[src/rtl/max31855_poll_ctrl.sv]
// -----------------------------------------------------------------------------
// max31855_poll_ctrl
//
// Periodically polls a MAX31855 thermocouple converter through an external SPI
// reader and forwards every captured 32-bit frame to a UART transmitter as a
// 6-byte packet: 0xA5, frame[31:24], frame[23:16], frame[15:8], frame[7:0],
// XOR of the four frame bytes.
//
// Parameters
//   SAMPLE_PERIOD : poll interval in clk cycles (min 16)
//   SPI_TIMEOUT   : max clk cycles allowed from spi_start to spi_done
//
// Ports
//   clk         in   sole clock, rising edge
//   reset       in   synchronous, active-low reset
//   sample_en   in   enables periodic polling
//   spi_start   out  one-cycle start pulse to the SPI reader
//   spi_busy    in   SPI reader transaction in progress
//   spi_done    in   one-cycle pulse, spi_frame valid
//   spi_frame   in   raw MAX31855 frame (bit 31 first on the wire)
//   tx_data     out  byte to UART transmitter
//   tx_valid    out  tx_data valid
//   tx_ready    in   UART transmitter accepts byte
//   fault       out  bit 16 of the last captured frame
//   fault_code  out  bits [2:0] (SCV,SCG,OC) of the last captured frame
//   overrun     out  sticky: a poll tick arrived while busy and was dropped
//   timeout_err out  sticky: the SPI reader did not answer within SPI_TIMEOUT
// -----------------------------------------------------------------------------
module max31855_poll_ctrl #(
  parameter int SAMPLE_PERIOD = 10000000,
  parameter int SPI_TIMEOUT   = 4096
) (
  input  logic        clk,
  input  logic        reset,
  input  logic        sample_en,
  output logic        spi_start,
  input  logic        spi_busy,
  input  logic        spi_done,
  input  logic [31:0] spi_frame,
  output logic [7:0]  tx_data,
  output logic        tx_valid,
  input  logic        tx_ready,
  output logic        fault,
  output logic [2:0]  fault_code,
  output logic        overrun,
  output logic        timeout_err
);

  localparam int CNT_W  = $clog2(SAMPLE_PERIOD);
  localparam int WAIT_W = $clog2(SPI_TIMEOUT + 1);

  localparam logic [CNT_W-1:0]  CNT_MAX  = CNT_W'(SAMPLE_PERIOD - 1);
  localparam logic [WAIT_W-1:0] WAIT_MAX = WAIT_W'(SPI_TIMEOUT - 1);
  localparam logic [2:0]        LAST_BYTE = 3'd5;

  typedef enum logic [1:0] {
    IDLE     = 2'd0,
    START    = 2'd1,
    WAIT_SPI = 2'd2,
    SEND     = 2'd3
  } state_t;

  state_t             state_q, state_d;
  logic [CNT_W-1:0]   tick_cnt_q, tick_cnt_d;
  logic [WAIT_W-1:0]  wait_cnt_q, wait_cnt_d;
  logic [2:0]         byte_idx_q, byte_idx_d;
  logic [31:0]        frame_q, frame_d;
  logic               fault_q, fault_d;
  logic [2:0]         fault_code_q, fault_code_d;
  logic               overrun_q, overrun_d;
  logic               timeout_err_q, timeout_err_d;

  logic               tick;
  logic               timeout_hit;
  logic               byte_xfer;
  logic [7:0]         frame_byte [4];
  logic [7:0]         checksum;
  logic [7:0]         send_byte;

  // Frame bytes in wire order: frame_byte[0] is the most significant byte.
  for (genvar gi = 0; gi < 4; gi++) begin : g_frame_bytes
    assign frame_byte[gi] = frame_q[31 - 8*gi -: 8];
  end

  assign checksum    = frame_byte[0] ^ frame_byte[1] ^ frame_byte[2] ^ frame_byte[3];
  assign tick        = (tick_cnt_q == CNT_MAX);
  // Counter reaches SPI_TIMEOUT-1 on the SPI_TIMEOUT-th cycle in WAIT_SPI.
  assign timeout_hit = (state_q == WAIT_SPI) && !spi_done && (wait_cnt_q == WAIT_MAX);
  assign byte_xfer   = (state_q == SEND) && tx_ready;

  // ---------------------------------------------------------------------------
  // FSM: state register
  // ---------------------------------------------------------------------------
  always_ff @(posedge clk) begin
    if (!reset) begin
      state_q <= IDLE;
    end else begin
      state_q <= state_d;
    end
  end

  // ---------------------------------------------------------------------------
  // FSM: next-state logic
  // ---------------------------------------------------------------------------
  always_comb begin
    state_d = state_q;
    case (state_q)
      IDLE:     if (tick) state_d = START;
      START:    if (!spi_busy) state_d = WAIT_SPI;
      WAIT_SPI: begin
        if (spi_done)         state_d = SEND;
        else if (timeout_hit) state_d = IDLE;
      end
      SEND:     if (byte_xfer && (byte_idx_q == LAST_BYTE)) state_d = IDLE;
      default:  state_d = IDLE;
    endcase
  end

  // ---------------------------------------------------------------------------
  // FSM: outputs
  // ---------------------------------------------------------------------------
  always_comb begin
    case (byte_idx_q)
      3'd0:    send_byte = 8'hA5;
      3'd1:    send_byte = frame_byte[0];
      3'd2:    send_byte = frame_byte[1];
      3'd3:    send_byte = frame_byte[2];
      3'd4:    send_byte = frame_byte[3];
      default: send_byte = checksum;
    endcase
  end

  always_comb begin
    spi_start = (state_q == START) && !spi_busy;
    tx_valid  = (state_q == SEND);
    tx_data   = (state_q == SEND) ? send_byte : 8'h00;
  end

  assign fault       = fault_q;
  assign fault_code  = fault_code_q;
  assign overrun     = overrun_q;
  assign timeout_err = timeout_err_q;

  // ---------------------------------------------------------------------------
  // Datapath next-state
  // ---------------------------------------------------------------------------
  always_comb begin
    tick_cnt_d    = tick_cnt_q;
    wait_cnt_d    = wait_cnt_q;
    byte_idx_d    = byte_idx_q;
    frame_d       = frame_q;
    fault_d       = fault_q;
    fault_code_d  = fault_code_q;
    overrun_d     = overrun_q;
    timeout_err_d = timeout_err_q;

    if (!sample_en)  tick_cnt_d = '0;
    else if (tick)   tick_cnt_d = '0;
    else             tick_cnt_d = tick_cnt_q + 1'b1;

    // Counts from 0 on the first cycle spent in WAIT_SPI.
    if (state_q == WAIT_SPI) wait_cnt_d = wait_cnt_q + 1'b1;
    else                     wait_cnt_d = '0;

    if (state_q != SEND) byte_idx_d = '0;
    else if (tx_ready)   byte_idx_d = byte_idx_q + 1'b1;

    // spi_done is only meaningful while a transaction is being awaited.
    if ((state_q == WAIT_SPI) && spi_done) begin
      frame_d      = spi_frame;
      fault_d      = spi_frame[16];
      fault_code_d = spi_frame[2:0];
    end

    // A tick that cannot start a poll is dropped, not queued.
    if (tick && (state_q != IDLE)) overrun_d = 1'b1;
    if (timeout_hit)               timeout_err_d = 1'b1;
  end

  always_ff @(posedge clk) begin
    if (!reset) begin
      tick_cnt_q    <= '0;
      wait_cnt_q    <= '0;
      byte_idx_q    <= '0;
      frame_q       <= '0;
      fault_q       <= 1'b0;
      fault_code_q  <= 3'b000;
      overrun_q     <= 1'b0;
      timeout_err_q <= 1'b0;
    end else begin
      tick_cnt_q    <= tick_cnt_d;
      wait_cnt_q    <= wait_cnt_d;
      byte_idx_q    <= byte_idx_d;
      frame_q       <= frame_d;
      fault_q       <= fault_d;
      fault_code_q  <= fault_code_d;
      overrun_q     <= overrun_d;
      timeout_err_q <= timeout_err_d;
    end
  end

endmodule

[config.mk]
export PLATFORM = sky130hd
export DESIGN_NAME = max31855_poll_ctrl
export DESIGN_NICKNAME = d
export VERILOG_FILES = /design/src/rtl/max31855_poll_ctrl.sv
export SDC_FILE = /design/constraint.sdc
export NUM_CORES = 1
export LEC_CHECK = 0
export ABC_AREA = 1
export CORE_ASPECT_RATIO = 0.8
export CORE_MARGIN = 10
export CORE_UTILIZATION = 45
export DETAILED_ROUTE_END_ITERATION = 12
export HOLD_SLACK_MARGIN = 0.15
export PLACE_DENSITY = 0.67
export SYNTH_ARGS = -nofsm -noshare
export SYNTH_HDL_FRONTEND = slang
export SYNTH_SLANG_ARGS = --single-unit
[constraint.sdc]
create_clock -name clk -period 2.1 [get_ports clk]
set_input_delay 0.42 -clock clk [delete_from_list [all_inputs] [get_ports clk]]
set_output_delay 0.42 -clock clk [all_outputs]
set_load 0.01 [all_outputs]
== Yosys cells after proc, flatten, opt, wreduce, memory -nomap -nowiden ==
Index checks and enable logic that the tools add are counted.
Storage, ports and cells
  register bits after elaboration: 80
  logic and storage cells: 56
Operators by class
  $add $sub $neg: 3
  eq/ne operators: 15
  multiplexer cells: 8
  bitwise operators: 5
  reduce and logical (&&, ||, !) cells: 16
Operator list (number)
  8-bit case mux with 5 select lines: 1
  24-bit by 1-bit adder with 24-bit output (second input constant): 1
  24-bit == test (second input constant): 1
  8-bit XOR: 3
  13-bit by 1-bit adder with 13-bit output (second input constant): 1
  13-bit by 12-bit == test with 1-bit output (second input constant): 1
  2-bit two-way mux: 5
  8-bit two-way mux: 1
  2-bit case mux with 4 select lines: 1
  1-bit logical AND: 7
  3-bit by 2-bit == test with 1-bit output (second input constant): 2
  3-bit == test (second input constant): 2
  2-bit inequality test (second input constant): 3
  2-bit == test (second input constant): 2
  4-bit AND reduction: 1
  3-bit by 1-bit adder with 3-bit output (second input constant): 1
  3-bit by 1-bit == test with 1-bit output (second input constant): 1
  3-bit zero test: 1
  3-bit inequality test (second input constant): 1
  3-bit OR reduction: 1
  2-bit by 1-bit == test with 1-bit output (second input constant): 1
  1-bit zero test: 2
  2-bit zero test: 1
  2-bit by 1-bit inequality test with 1-bit output (second input constant): 1
  4 further kinds: 5

== Logic depth before layout (Yosys ltp) ==
  depth in word-level cells: 6
  depth in mapped cells: 11
  depth with buffers taken out: 11

== Worst setup path after synthesis ==
Ideal clock, no wire load.
  path type: reg-to-output
  start point: register byte_idx_q[0]
  end point: output tx_data[1]
  arrival: 1497 ps
  required time: 1680 ps
  setup slack: 183 ps
  stages on the path, launching flop included: 7
  path buffers: 1
  cells stage by stage: dfxtp_1 -> inv_1 -> ha_1 -> nor3_1 -> o21ai_2 -> buf_2 -> a211oi_1
On the way
  word-level cells in the longest chain between the ends: 3
RTL lines
  start: declaration: RTL line 66  | logic [2:0] byte_idx_q, byte_idx_d;
  start signal: assignment: RTL line 193  | byte_idx_q <= byte_idx_d;
  3-bit == test, or another cell as far along: RTL line 123  | case (byte_idx_q)
  8-bit case mux with 5 select lines *: RTL line 123
  8-bit two-way mux *: RTL line 136  | tx_data = (state_q == SEND) ? send_byte : 8'h00;
  end: declaration: RTL line 40  | output logic [7:0] tx_data,
Every way passes the cells marked *; elsewhere a longest branch is shown, timed or not.

== Final worst setup path ==
  start point: register byte_idx_q[1]
  end point: output tx_data[0]
The elaborated chain is that of the path after synthesis.

==> impl_metrics.tcl <==
set metrics [dict create \
    status "complete, but fails checks" \
    violations "setup timing" \
    avgSynthCellArea_sq_um 7.355 \
    criticalPathCategory "flip-flop to output port" \
    clkPwrFrac 0.302 \
    path_common_cell "buf_6" \
    cp.arrival_ns 1.89 \
    cts_buffers 9 \
    worst_pin_slew_ns 0.3257 \
    ys_types 38 \
    root_buffer "clkbuf_8" \
    track_usage 0.1571 \
    maxSlewHeadroom 0.7821 \
    cts_tree "built" \
    synth_top_family_by_area "simple AND/OR/NAND/NOR gates" \
    worstPathRequired_ns 1.68 \
    firstDrtPassIters 5 \
    die_area_sq_um 13090 \
    place_hpwl_mm 7.316 \
    grt_pass1_wl_mm 17.19 \
    synth_compound_area_frac 0.1770 \
    max_clock_freq_ghz 0.4324 \
    maxCapViolations 0 \
    insertion_delay_ns 0.36 \
    met3_length_microns 485 \
    crit_path_start_kind "flip-flop" \
    ant_nets 0 \
    synth_area_sq_um 4001 \
    syn_nets 589 \
    seq_power_share 0.467 \
    synthCells 544 \
    drive_above_1_share 0.1922 \
    fin_worst_skew_ns 0.003787 \
    syn_to_final_growth_pct 27.61 \
    ys_warn_count 0 \
    p_switching_w 0.001055 \
    grt_pass1_vias 3552 \
    holdWs_ns 0.4623 \
    avgViaCountPerCell 5.097 \
    sw_frac_of_total 0.2943 \
    synthSimpleGateAreaFrac 0.2652 \
    synth_seq_area_share 0.3802 \
    synth-seq-cells 76 \
    rsz0062_at_grt "true" \
    core_sq_um 8558 \
    overflow 0 \
    final_util 0.5966 \
    maxSlewViolCount 0 \
    antenna_found_initial 0 \
    setup_viol 8 \
    io_buffers 53 \
    end_kind "output port" \
    p_int_w 0.002531 \
    diodes 0 \
    slowest_delay_ns 0.40 \
    tns_ns -1.515 \
    io_pins 54 \
    clock_sinks 76 \
    leakage_nw 1.845 \
    synthAdderAreaFrac 0.02189 \
    nets 660 \
    core.rowCount 30 \
    drc 0 \
    ir_drop_uv 407.9 \
    htree_levels 3 \
    postCtsHoldBufs 0 \
    cp_top_family "buffers and inverters" \
    num_vias 3726 \
    placed_area_sq_um 4695 \
    gp_congestion 0.8751 \
    fin_area_sq_um 5106 \
    max-clock-path-buffers 2 \
    finalHoldViolations 0 \
    grt_max_degree 65 \
    routed.top_layer "met4" \
    final.setup.worst_slack_ns -0.2128 \
    critical_path.cell_chain "inv_4 > ha_4 > nor3_4 > buf_6 > o21ai_4 > buf_6 > o21ai_2 > a21oi_1 > buf_2" \
    wirelength_met1_mm 5.008 \
    die_x_microns 125.4 \
    period_needed_ns 2.313 \
    wl_met2_mm 4.688 \
    cp_slowest_cell "dfxtp_4" \
    start_util 0.4675 \
    muxShareOfSynthArea 0 \
    wire_per_inst_microns 14.13 \
    synth_xor_area_frac 0.05472 \
    path_clk_slew_ns 0.07 \
    cellPowerDensity_nw_per_um2 702.3 \
    worst-path-buf-inv 4 \
    crit_path_max_fanout 4 \
    drt_wl_total_mm 10.33 \
    drtIter0Drc 200 \
    die_height_microns 104.3 \
    hold_class "flip-flop to flip-flop" \
    post-route-period-util 1.101 \
    combPwrFrac 0.231 \
]
kinds of logic after synthesis:
kind of cell / Yosys count
and+or+nand+nor: 205
xor gates and xnor gates: 25
DFF: 76
adders and majority gates: 7
AOI/OAI and AO/OA: 133
buffers and inverters: 98
timing repair:
item,CTS,global route
endpoints found under the setup margin,8,10
endpoints found under the hold margin,0,0
cloned,1,0
resized for setup,82,4
buffers inserted,6,3
pin swaps,13,3
worst paths after layout:
| kind | start | endpoint | slack (ns) | cells past startpoint |
|---|---|---|---|---|
| min | tick_cnt_q[23] | tick_cnt_q[23] | 0.46 | 2 |
| max | byte_idx_q[1] | tx_data[0] | -0.21 | 9 |
| max reg2reg | tick_cnt_q[0] | tick_cnt_q[2] | 0.44 | 8 |
| min reg2reg | tick_cnt_q[23] | tick_cnt_q[23] | 0.46 | 2 |
sequential cells by signal (all words and copies together), names as in the netlist:
signal       flops
frame_byte      32
tick_cnt_q      24
wait_cnt_q      13
byte_idx_q       3
state_q          2
overrun          1
timeout_err      1
metal layers:
| layer | GRT usage | vias up |
|---|---|---|
| met5 | 0 | - |
| met4 | 0.04844 | 0 |
| met3 | 0.04738 | 16 |
| met2 | 0.2448 | 70 |
| met1 | 0.2019 | 1710 |
| li1 | - | 1930 |
power by group through the flow:
| stage | Clock (W) | Combinational [W] | Sequential [W] |
|---|---|---|---|
| global placement | 0 | 0.000755 | 0.00170 |
| floorplan | 0 | 0.000522 | 0.00170 |
| detailed placement | 0 | 0.000776 | 0.00171 |
| finish | 0.00108 | 0.000827 | 0.00167 |
| global route | 0.00119 | 0.000925 | 0.00169 |
| CTS | 0.00111 | 0.000814 | 0.00167 |
cell usage after synthesis:
library cell   n  area (sq um)
or2_0          2         12.51
a21oi_1       64         320.3
o21ai_1        1         5.000
nand3_4        1         17.52
buf_4          3         22.52
nor3b_2        2         25.02
a211oi_1       3         22.52
nor2_1        52         195.2
inv_1         74         277.8
nor3_1        13         65.06
xor2_1         9         78.83
nand4_1       11         68.82
nor3_2         6         60.06
dfxtp_1       76          1521
xnor2_1       16         140.1
nand2_2        7         43.79
o31ai_1        3         22.52
buf_6          2         22.52
o21ai_2        1         8.760
nor2_2         7         43.79
or2_2          6         37.54
nor2_4         1         11.26
o21ai_0       43         215.2
nor3_4         3         48.80
inv_2          7         26.28
nor2_8         1         20.02
o22ai_1       16         100.1
o21a_1         1         7.510
a31oi_1        1         6.260
nand3_1       11         55.05
buf_2          8         40.04
nand2_1       73         274.0
nand3_2        3         30.03
clkbuf_1       4         15.01
nand3b_1       3         22.52
nand2_4        2         22.52
ha_1           7         87.58
nor3b_1        1         7.510
cell type report:
type,count,area (sq um)
Tap cell,112,140.1
Sequential cell,76,1533
Timing Repair Buffer,76,689.4
Fill cell,791,3452
Inverter,81,322.8
Multi-Input combinational cell,371,2237
Clock buffer,13,148.9
Clock inverter,2,35.03
through the flow:
step	instances	worst slack, ns	total power [W]
after floorplan	544	0.1831	0.002225
after global placement	706	-0.3814	0.002457
after detailed placement	706	-0.4478	0.002484
after CTS	728	-0.2063	0.003602
after global routing	731	-0.3186	0.003803
final	731	-0.2128	0.003586
worst register-to-register path, stage by stage (launching register included):
cell and delay (ns):
dfxtp_1 0.39, ha_1 0.26, nand2_1 0.09, inv_2 0.08
nand2_4 0.08, nor2_2 0.13, nand3_2 0.15, nand3_4 0.27
nor3_1 0.09
cell usage in the layout (no fill, tap or decap), types with 5 or more instances in the layout:
cell / instances
nand3_1: 10
clkdlybuf4s50_1: 44
nor2_2: 7
buf_2: 8
or2_2: 6
a21oi_1: 60
o21ai_0: 40
xnor2_1: 16
o22ai_1: 16
nor3_2: 7
buf_4: 19
nand2_2: 8
nand4_1: 11
dfxtp_1: 73
nor2_1: 52
ha_4: 5
xor2_1: 9
nor3_1: 11
inv_1: 69
inv_2: 7
clkbuf_8: 10
nand2_1: 70
Note: power is estimated with default switching activity, not from simulation.
